File: src/rtl/iterative_shifter_if.sv
// Handshake and data bundle for iterative_shifter.
// master drives the request side, slave (the shifter) drives status and result.
interface iterative_shifter_if #(
  parameter int unsigned WIDTH   = 10,
  parameter int unsigned SHAMT_W = 4
);
  logic               start;
  logic [1:0]         mode;
  logic [SHAMT_W-1:0] shamt;
  logic [WIDTH-1:0]   in_data;
  logic               busy;
  logic               done;
  logic [WIDTH-1:0]   out_data;

  modport master (
    output start, mode, shamt, in_data,
    input  busy, done, out_data
  );

  modport slave (
    input  start, mode, shamt, in_data,
    output busy, done, out_data
  );
endinterface

File: src/rtl/iterative_shifter.sv
// Multi-cycle shifter: one bit position per clock, start/busy/done handshake.
// Modes: 00 logical left, 01 logical right, 10 arithmetic right, 11 rotate right.
// Optional feature macro ITERATIVE_SHIFTER_ROTATE_EN: when defined, mode 11 is a
// rotate right by the raw shamt; when undefined, mode 11 behaves exactly as mode 10.
module iterative_shifter #(
  parameter int unsigned WIDTH   = 10,
  parameter int unsigned SHAMT_W = 4
) (
  input logic               clk,
  input logic               rst,
  iterative_shifter_if.slave bus
);

  typedef enum logic [0:0] {StIdle, StRun} state_e;

  // Saturation point for the capped shift modes; fits because 2^SHAMT_W > WIDTH.
  localparam logic [SHAMT_W-1:0] WidthAmt = SHAMT_W'(WIDTH);

  state_e             state_q, state_d;
  logic [WIDTH-1:0]   data_q, data_d;
  logic [SHAMT_W-1:0] cnt_q, cnt_d;
  logic [1:0]         mode_q, mode_d;
  logic               done_q, done_d;

  logic [SHAMT_W-1:0] eff_amt;
  logic [1:0]         mode_in;
  logic [WIDTH-1:0]   step_data;

  // Resolve the amount and mode that get latched on accept.
  always_comb begin
    mode_in = bus.mode;
    eff_amt = (bus.shamt > WidthAmt) ? WidthAmt : bus.shamt;
`ifdef ITERATIVE_SHIFTER_ROTATE_EN
    // Rotation is periodic, so the amount is left uncapped.
    if (bus.mode == 2'b11) begin
      eff_amt = bus.shamt;
    end
`else
    // No rotate datapath: fold mode 11 onto arithmetic right.
    if (bus.mode == 2'b11) begin
      mode_in = 2'b10;
    end
`endif
  end

  // Single-position step for the latched mode.
  always_comb begin
    step_data = {data_q[WIDTH-1], data_q[WIDTH-1:1]};
    case (mode_q)
      2'b00:   step_data = {data_q[WIDTH-2:0], 1'b0};
      2'b01:   step_data = {1'b0, data_q[WIDTH-1:1]};
`ifdef ITERATIVE_SHIFTER_ROTATE_EN
      2'b11:   step_data = {data_q[0], data_q[WIDTH-1:1]};
`endif
      default: step_data = {data_q[WIDTH-1], data_q[WIDTH-1:1]};
    endcase
  end

  // Next-state: accept in idle, step while cnt is nonzero, then complete.
  always_comb begin
    state_d = state_q;
    data_d  = data_q;
    cnt_d   = cnt_q;
    mode_d  = mode_q;
    done_d  = 1'b0;
    unique case (state_q)
      StIdle: begin
        if (bus.start) begin
          data_d  = bus.in_data;
          cnt_d   = eff_amt;
          mode_d  = mode_in;
          state_d = StRun;
        end
      end
      StRun: begin
        if (cnt_q != '0) begin
          data_d = step_data;
          cnt_d  = cnt_q - SHAMT_W'(1);
        end else begin
          state_d = StIdle;
          done_d  = 1'b1;
        end
      end
    endcase
  end

  // State registers; reset aborts any operation in flight.
  always_ff @(posedge clk or posedge rst) begin
    if (rst) begin
      state_q <= StIdle;
      data_q  <= '0;
      cnt_q   <= '0;
      mode_q  <= 2'b00;
      done_q  <= 1'b0;
    end else begin
      state_q <= state_d;
      data_q  <= data_d;
      cnt_q   <= cnt_d;
      mode_q  <= mode_d;
      done_q  <= done_d;
    end
  end

  // Registered outputs only.
  always_comb begin
    bus.busy     = (state_q == StRun);
    bus.done     = done_q;
    bus.out_data = data_q;
  end

endmodule

File: src/flat_wrapper.sv
// flat-port wrapper written by rule: the top's interface ports become plain ports
module iterative_shifter_flat 
#(
  parameter int unsigned WIDTH   = 10,
  parameter int unsigned SHAMT_W = 4
)
  (clk, rst, bus_start, bus_mode, bus_shamt, bus_in_data, bus_busy, bus_done, bus_out_data);
  iterative_shifter_if #(.WIDTH(WIDTH), .SHAMT_W(SHAMT_W)) bus_i ();
  input logic clk;
  input logic rst;
  input wire logic [$bits(bus_i.start)-1:0] bus_start;
  input wire logic [$bits(bus_i.mode)-1:0] bus_mode;
  input wire logic [$bits(bus_i.shamt)-1:0] bus_shamt;
  input wire logic [$bits(bus_i.in_data)-1:0] bus_in_data;
  output wire logic [$bits(bus_i.busy)-1:0] bus_busy;
  output wire logic [$bits(bus_i.done)-1:0] bus_done;
  output wire logic [$bits(bus_i.out_data)-1:0] bus_out_data;
  assign bus_i.start = bus_start;
  assign bus_i.mode = bus_mode;
  assign bus_i.shamt = bus_shamt;
  assign bus_i.in_data = bus_in_data;
  assign bus_busy = bus_i.busy;
  assign bus_done = bus_i.done;
  assign bus_out_data = bus_i.out_data;
  iterative_shifter #(.WIDTH(WIDTH), .SHAMT_W(SHAMT_W)) u_core (.clk(clk), .rst(rst), .bus(bus_i));
endmodule
File: config.mk
export PLATFORM = sky130hd
export DESIGN_NAME = iterative_shifter_flat
export DESIGN_NICKNAME = d
export VERILOG_FILES = /design/src/rtl/iterative_shifter_if.sv /design/src/rtl/iterative_shifter.sv /design/src/flat_wrapper.sv
export SDC_FILE = /design/constraint.sdc
export NUM_CORES = 1
export LEC_CHECK = 0
export ABC_AREA = 0
export CAP_MARGIN = 20
export CORE_MARGIN = 2
export CORE_UTILIZATION = 45
export DETAILED_ROUTE_END_ITERATION = 12
export DONT_BUFFER_PORTS = 1
export PLACE_DENSITY = 0.66
export SYNTH_ARGS = -nofsm -noshare
export SYNTH_HDL_FRONTEND = slang
export SYNTH_SLANG_ARGS = --single-unit
File: constraint.sdc
create_clock -name clk -period 2.3 [get_ports clk]
set_input_delay 0.345 -clock clk [delete_from_list [all_inputs] [get_ports clk]]
set_output_delay 0.345 -clock clk [all_outputs]
set_load 0.01 [all_outputs]
Yosys cells after proc, flatten, opt, wreduce, memory -nomap -nowiden
Index checks and enable logic that the tools add are counted.
{ "word_totals": {"inputBits": 19, "elab_cells": 33, "reg_bits": 18} }
{ "classes": {"add_sub_neg": 1, "eq_ne": 5, "bitwise": 1, "n_mux": 14, "reduce_logical": 5, "order_cmp": 1} }
{ "op_table": {"columns": ["op", "count"], "rows": [
  ["$pmux W10 S2", 2],
  ["$mux W10", 2],
  ["$mux W4", 3],
  ["$pmux W4 S2", 1],
  ["$gt A4 B4 Y1 const B", 1],
  ["$mux W1", 4],
  ["$ne A2 B2 Y1 const B", 2],
  ["$reduce_and A2 Y1", 2],
  ["$reduce_bool A4 Y1", 1],
  ["$sub A4 B1 Y4 const B", 1],
  ["$ne A3 B3 Y1 const B", 1],
  ["$reduce_and A3 Y1", 1],
  ["$eq A2 B1 Y1 const B", 1],
  ["$eq A2 B2 Y1 const B", 1],
  ["$logic_not A2 Y1", 1],
  ["$mux W2", 1],
  ["$pmux W1 S2", 1],
  ["$not A1 Y1", 1]
]} }

Longest topological paths before layout
Gate-level depths: netlist of run 1.
{ "logic_depth": {"word_depth": 4, "ltp_mapped": 6, "mapped_depth_nobuf": 6} }

Worst setup path after synthesis of run 1
Ideal clock, no wire load.
{ "synth_timing": {"path_kind": "flip-flop to flip-flop", "startpoint": "register u_core.cnt_q[0]", "endpoint": "register u_core.cnt_q[1]", "slack_ps": 711, "period_less_slack_ps": 1589, "setup_ps": 125, "arrival_time_ps": 1463, "path_stages_with_launch": 7, "path_cell_list": "dfrtp_1 > inv_1 > ha_1 > and4bb_2 > or2_4 > inv_4 > mux2_4"} }
{ "synth_via": {"elab_chain_len": 3} }
{ "synth_rtl": {"columns": ["element", "line", "text"], "rows": [
  ["start: declaration", "iterative_shifter.sv:21", "logic [SHAMT_W-1:0] cnt_q, cnt_d;"],
  ["start signal: assignment", "iterative_shifter.sv:98", "cnt_q <= cnt_d;"],
  ["$sub A4 B1 Y4 or $reduce_bool A4 Y1 (tied branches)", "iterative_shifter.sv:78, iterative_shifter.sv:76", null],
  ["$mux W4 or $ne A2 B2 Y1 (tied branches)", null, null],
  ["$pmux W4 S2 or $reduce_and A2 Y1 (tied branches)", null, null]
]} }
Several ways; a longest one is shown, not always the timed one. The select of a mux whose other input is x is not followed.
A chain may end at the register's enable or synchronous reset.

Worst setup path after layout of run 1
Ends and elaborated chain as after synthesis.

==> flow_summary_export.csv, run 1 <==
group,metric,value,unit
worst_setup_path,startpoint_type,"register",
power_and_ir_drop,p_leak,0.476,nW
global_route,track_usage,0.196,
worst_setup_path,r2r-start,"u_core.cnt_q[0]",
floorplan,initial_core_util,0.479,
cells_and_area,syn_to_final_growth,1.30,%
worst_setup_path,critical_path.max_stage_delay,0.38,ns
cts,cts_buffer_depth,2,
worst_setup_path,slowest_stage,"dfrtp_1",
timing,clock.fmax,552,MHz
cells_and_area,final_nets,128,
synth,synthCells,110,
global_route,grt_pass1_vias,851,
timing,rsz0062_at_grt,"no",
synth,synth_edf_count,0,
cts,cts_buffers,3,
global_route,grt_first_pass_wirelength,3970,µm
global_route,grt_max_degree,22,
placement,place.gp.congestion,0.839,
timing,hold_slack,0.0289,ns
cts,cts_root_buf,"clkbuf_4",
route,dr.pass1.iters,4,
worst_setup_path,cp.required,2.49,ns
synth,netlist_area,0.00106,mm²
power_and_ir_drop,vdd_ir_drop_max,762,µV
floorplan,rows,17,
timing,tns,0,ns
worst_setup_path,reg2reg_depth,6,
placement,post-place-cells,130,
cells_and_area,fin_cells,133,
timing,finalHoldViolCount,0,
power_and_ir_drop,p_per_area,1520,mW/mm²
route,wl_per_cell,17.2,µm
synth,yosysSeqAreaShare,0.425,
cts,cts_setup_buffers,0,
worst_setup_path,end_kind,"register",
cells_and_area,design_area,0.00107,mm²
floorplan,dieHeight,52.5,µm
worst_setup_path,arrival,2.00,ns
worst_setup_path,reg2reg_slack,0.49,ns
worst_setup_path,r2r-end,"u_core.cnt_q[1]",
timing,period_share,0.788,
worst_setup_path,path_max_fanout,14,
cts,htree_levels,1,
worst_setup_path,crit_path_cell_trace,"inv_1 -> ha_1 -> and4bb_2 -> or2_4 -> inv_4 -> mux2_4",
route,num_vias,850,
cts,clk_latency,0.29,ns
timing,drv_slew,0,
synth,synthFlopType,"dfrtp_1",
cts,clock_sinks,18,
global_route,antenna_found_initial,0,
timing,min_period,1.81,ns
route,drtIter0Drc,8,
placement,place_area,0.00105,mm²
timing,skew,0.00655,ns
cts,cts_hold_buf,0,
floorplan,die_w,52.5,µm
route,drc_errors,0,
route,via_per_inst,6.39,
synth,avgSynthCellArea,9.63,µm²
floorplan,coreArea,0.00221,mm²
synth,synth_area_leaders,"dfrtp_1 (43%), o311a_1 (7.6%), o21ai_0 (6.6%)",
global_route,overflow,0,
synth,ys_types,32,
placement,port_buffers,0,
cells_and_area,drive_gt1_frac,0.0952,
cells_and_area,layout_common_cells,"dfrtp_1 (18), inv_1 (14), o21ai_0 (14), a21oi_1 (9), o311a_1 (8)",
cells_and_area,mostFrequentLayoutCell,"dfrtp_1",
cts,cts_tree,"built",
job,cap_viol_max_count,0,
placement,hpwlAfterDp,1650,µm
timing,setup_viol,0,
cts,ctsResizeCount,0,
synth,yosysWarnings,0,
cts,cts.reportedPaths.clkPinSlew,0.11,ns
floorplan,dieArea,0.00276,mm²
synth,ys_seq_elements,18,
min_path,worstHoldPathType,"input pin to asynchronous set/reset pin",
synth,synth_top_cell_by_area,"dfrtp_1",
synth,syn-num-nets,131,
synth,async_reset_ff_frac,1.00,
outcome,run_status,"completed",
worst_setup_path,crit_type,"register to register",
synth,synth_top_area_share,0.425,
timing,relSlewSlack,0.547,
route,drtAntennaViolNets,0,
floorplan,ios,31,
route,finalWirelength,2290,µm
cells_and_area,diodes,0,
timing,worstMarginPinSlew,0.679,ns
==> power by group <==
group,total [mW],switching [mW],internal (mW)
Combinational,0.737,0.343,0.394
Sequential,0.736,0.257,0.479
Clock,0.158,0.0976,0.0608
==> stage by stage <==
step	setup slack (ns)	util	power [mW]
finish	0.488	0.485	1.63
global placement	0.563	0.475	1.47
detailed placement	0.504	0.475	1.48
CTS	0.489	0.485	1.64
global route	0.432	0.485	1.78
floorplan	0.711	-	1.35
==> metal layers <==
layer / routed length [µm] / vias up / track usage / share of wire
met5: 0 / - / 0 / 0
met3: 135 / 2 / 0.0486 / 0.059
met1: 1090 / 416 / 0.267 / 0.48
met4: 16 / 0 / 0.0769 / 0.0070
met2: 1050 / 25 / 0.296 / 0.46
li1: - / 407 / - / -
==> critical path: cells and delay by family (launching register included) <==
kind	cells	cell delay, ns
DFF	1	0.38
adders and majority gates	1	0.21
muxes	1	0.30
buffers and inverters	2	0.20
and+or+nand+nor	2	0.63
==> worst max-delay path by stage <==
stage | start | to | slack [ns] | cells after the start
2_1_floorplan | u_core.cnt_q[0] | u_core.cnt_q[1] | 0.71 | 6
3_5_place_dp | u_core.cnt_q[0] | u_core.cnt_q[1] | 0.50 | 6
4_1_cts | u_core.cnt_q[0] | u_core.cnt_q[1] | 0.49 | 6
3_3_place_gp | u_core.cnt_q[0] | u_core.cnt_q[1] | 0.56 | 6
5_1_grt | u_core.cnt_q[0] | u_core.cnt_q[1] | 0.43 | 6
6_report | u_core.cnt_q[0] | u_core.cnt_q[1] | 0.49 | 6
==> cell usage after synthesis, types with 2 or more instances <==
library cell / n
a211oi_1: 2
a21oi_1: 9
buf_2: 2
buf_6: 2
clkbuf_1: 5
dfrtp_1: 18
ha_1: 2
inv_1: 14
nand2b_1: 4
nor2_1: 2
nor2b_1: 3
o21ai_0: 14
o311a_1: 8
o32ai_1: 7
==> sequential cells by signal, summed over array words and instances, names as in the netlist <==
register,cells
u_core.mode_q,2
u_core.bus.done,1
u_core.bus.out_data,10
u_core.cnt_q,4
u_core.bus.busy,1
==> final cells by class <==
class / count / area [µm²]
tap: 28 / 35.0
timing repair buffer: 1 / 7.51
multi-input combinational: 68 / 499
fill: 212 / 1140
sequential: 18 / 450
inverter: 15 / 58.8
clock buffer: 3 / 22.5
==> cell families (layout without fill, tap and decap cells) <==
logic type / Yosys count / after routing / share of synthesized area
AOI/OAI and AO/OA: 48 / 48 / 0.322
adders and majority gates: 2 / 2 / 0.0236
buffers and inverters: 24 / 19 / 0.104
DFF: 18 / 18 / 0.425
muxes: 2 / 2 / 0.0248
and+or+nand+nor: 16 / 16 / 0.100
Power figures use the tool's default switching activity.
==> run 2, diff against run 1 <==
- PLACE_DENSITY: 0.66 -> 0.68
- clock period: 2.3 -> 1.5 ns (I/O delays scaled with it)
==> run 2 against run 1 <==
The run now ends with negative setup slack left. Combinational power grew 110%. Clock skew grew 0.0040 ns. Count of clock-buffer cells in the layout grew 1. Sequential cell count is the same. Total power grew 84%. Sequential power grew 54%. First-iteration DRC count grew to 3.0 times the previous value. Sequential share of layout area shrank 5.9 points. Worst setup slack lost 0.56 ns. Global-route usage grew 1.7 points. Non-clock buffer count grew 14. Critical path type unchanged. Largest cell class unchanged. Largest power group unchanged.
==> flow_summary_export.csv, run 2 (synthesis gave the netlist of run 1 again) <==
group,metric,value,unit
worst_setup_path,end_kind,"register",
route,drc_errors,0,
route,wl_per_cell,17.4,µm
global_route,grt_pass1_vias,921,
cells_and_area,diodes,0,
route,drtIter0Drc,24,
power_and_ir_drop,comb_power_share,0.522,
timing,finalHoldViolCount,0,
placement,post-place-cells,141,
floorplan,rows,17,
cells_and_area,layout_common_cells,"dfrtp_1 (16), o21ai_0 (14), buf_4 (14), inv_1 (12), a21oi_1 (9)",
global_route,track_usage,0.212,
worst_setup_path,crit_type,"register to register",
power_and_ir_drop,clkPwrFrac,0.102,
timing,min_period,1.58,ns
min_path,worstHoldPathType,"input pin to register",
route,via_per_inst,6.12,
cells_and_area,syn_to_final_growth,18.7,%
power_and_ir_drop,p_per_area,2390,mW/mm²
cells_and_area,mostFrequentLayoutCell,"dfrtp_1",
timing,fin_ws,-0.0774,ns
worst_setup_path,arrival,1.76,ns
worst_setup_path,cp.required,1.68,ns
timing,worstMarginPinSlew,0.312,ns
cells_and_area,largest_reg_flops,10,
placement,port_buffers,0,
cts,cts_root_buf,"clkbuf_4",
floorplan,coreArea,0.00221,mm²
floorplan,ios,31,
cells_and_area,final_nets,142,
power_and_ir_drop,p_int,1.78,mW
worst_setup_path,startpoint_type,"register",
cts,cts_tree,"built",
cts,clock_sinks,18,
timing,period_share,1.05,
route,drtAntennaViolNets,0,
cts,cts_buffer_depth,2,
cells_and_area,drive_gt1_frac,0.308,
route,finalWirelength,2580,µm
floorplan,dieHeight,52.5,µm
job,cap_viol_max_count,0,
power_and_ir_drop,vdd_ir_drop_max,1150,µV
timing,relSlewSlack,0.792,
cts,cts_buffers,3,
placement,dp_slack,-0.0794,ns
route,dr.pass1.iters,5,
route,num_vias,906,
power_and_ir_drop,swShare,0.406,
global_route,grt_max_degree,24,
outcome,run_status,"finished with violations",
floorplan,die_w,52.5,µm
cts,htree_levels,1,
placement,place.gp.congestion,0.865,
timing,clock.fmax,634,MHz
worst_setup_path,path_max_fanout,4,
floorplan,initial_core_util,0.479,
global_route,grt_first_pass_wirelength,4370,µm
cts,clk_latency,0.29,ns
power_and_ir_drop,p_sw,1.22,mW
power_and_ir_drop,seq_power_share,0.376,
cts,cts.reportedPaths.clkPinSlew,0.12,ns
power_and_ir_drop,p_leak,0.557,nW
placement,hpwlAfterDp,1760,µm
cells_and_area,fin_cells,148,
global_route,overflow,0,
global_route,antenna_found_initial,0,
timing,skew,0.0105,ns
timing,rsz0062_at_grt,"yes",
outcome,violations,"negative setup slack",
floorplan,dieArea,0.00276,mm²
timing,setup_viol,7,
timing,drv_slew,0,
[run 2: cell count changes in the layout (fill, tap and decap cells not counted), sizes merged]
| cell | change |
|---|---|
| buf | +13 |
| clkbuf | +1 |
| dlygate4sd3 | +1 |
[run 2: layout make-up]
| type | instances | area, µm² |
|---|---|---|
| fillers | 203 | 955 |
| multi-input cells | 68 | 559 |
| flip-flops and latches | 18 | 453 |
| repair buffers | 15 | 115 |
| inverters | 15 | 58.8 |
| clock buffers | 4 | 36.3 |
| well taps | 28 | 35.0 |
[run 2: worst paths after layout]
path,start,to,slack (ns),cells after the start
max,u_core.cnt_q[0],u_core.cnt_q[1],-0.08,6
min,bus_mode[0],u_core.mode_q[0],0.07,2
max reg2reg,u_core.cnt_q[0],u_core.cnt_q[1],-0.08,6
min reg2reg,u_core.cnt_q[2],u_core.cnt_q[2],0.59,2
max in group asynchronous,rst,u_core.mode_q[1],0.89,3
min in group asynchronous,rst,u_core.bus.out_data[5],0.37,3
[run 2: stage by stage]
| step | setup TNS, ns | util | total power [mW] | hold slack, ns | instance area (µm²) |
|---|---|---|---|---|---|
| 6_report | -0.286 | 0.568 | 3.00 | 0.0728 | 1260 |
| 5_1_grt | -0.846 | 0.568 | 3.26 | 0.0603 | 1260 |
| 4_1_cts | -0.163 | 0.561 | 2.95 | 0.0721 | 1240 |
| 3_5_place_dp | -0.250 | 0.514 | 2.45 | 0.151 | 1140 |
| 3_3_place_gp | -0.0317 | 0.514 | 2.39 | 0.151 | 1140 |
| 2_1_floorplan | -0.0795 | - | 2.07 | 0.164 | 1060 |
[run 2: repair_timing]
action                                  CTS  global route
hold buffers                              1             0
endpoints found under the hold margin    18             0
cloned                                    0             0
resized for setup                         8             5
pin swaps                                 1             0
setup buffers                             1             1
endpoints found under the setup margin   10            12
[run 2: routing by layer]
metal	wire length [µm]	part of all wire	track usage
met2	1220	0.47	0.335
met4	12	0.0047	0.0513
met5	0	0	0
met3	137	0.053	0.0400
met1	1210	0.47	0.299
[run 2: power groups by stage]
stage	clock, mW	sequential [mW]	combinational, mW
6_report	0.306	1.13	1.57
5_1_grt	0.330	1.18	1.75
4_1_cts	0.308	1.11	1.53
3_5_place_dp	0	1.13	1.33
3_3_place_gp	0	1.11	1.28
2_1_floorplan	0	0.950	1.12
[run 2: critical path, stage by stage (launching register included)]
cell	delay [ns]
dfrtp_1	0.39
inv_2	0.06
ha_4	0.16
and4bb_2	0.24
or2_4	0.26
inv_4	0.07
mux2_4	0.29
==> run 3, diff against run 2 <==
- ABC_AREA: 0 -> not set
==> results of run 3 <==
Final layout, timing and power as in run 2 (identical DEF).
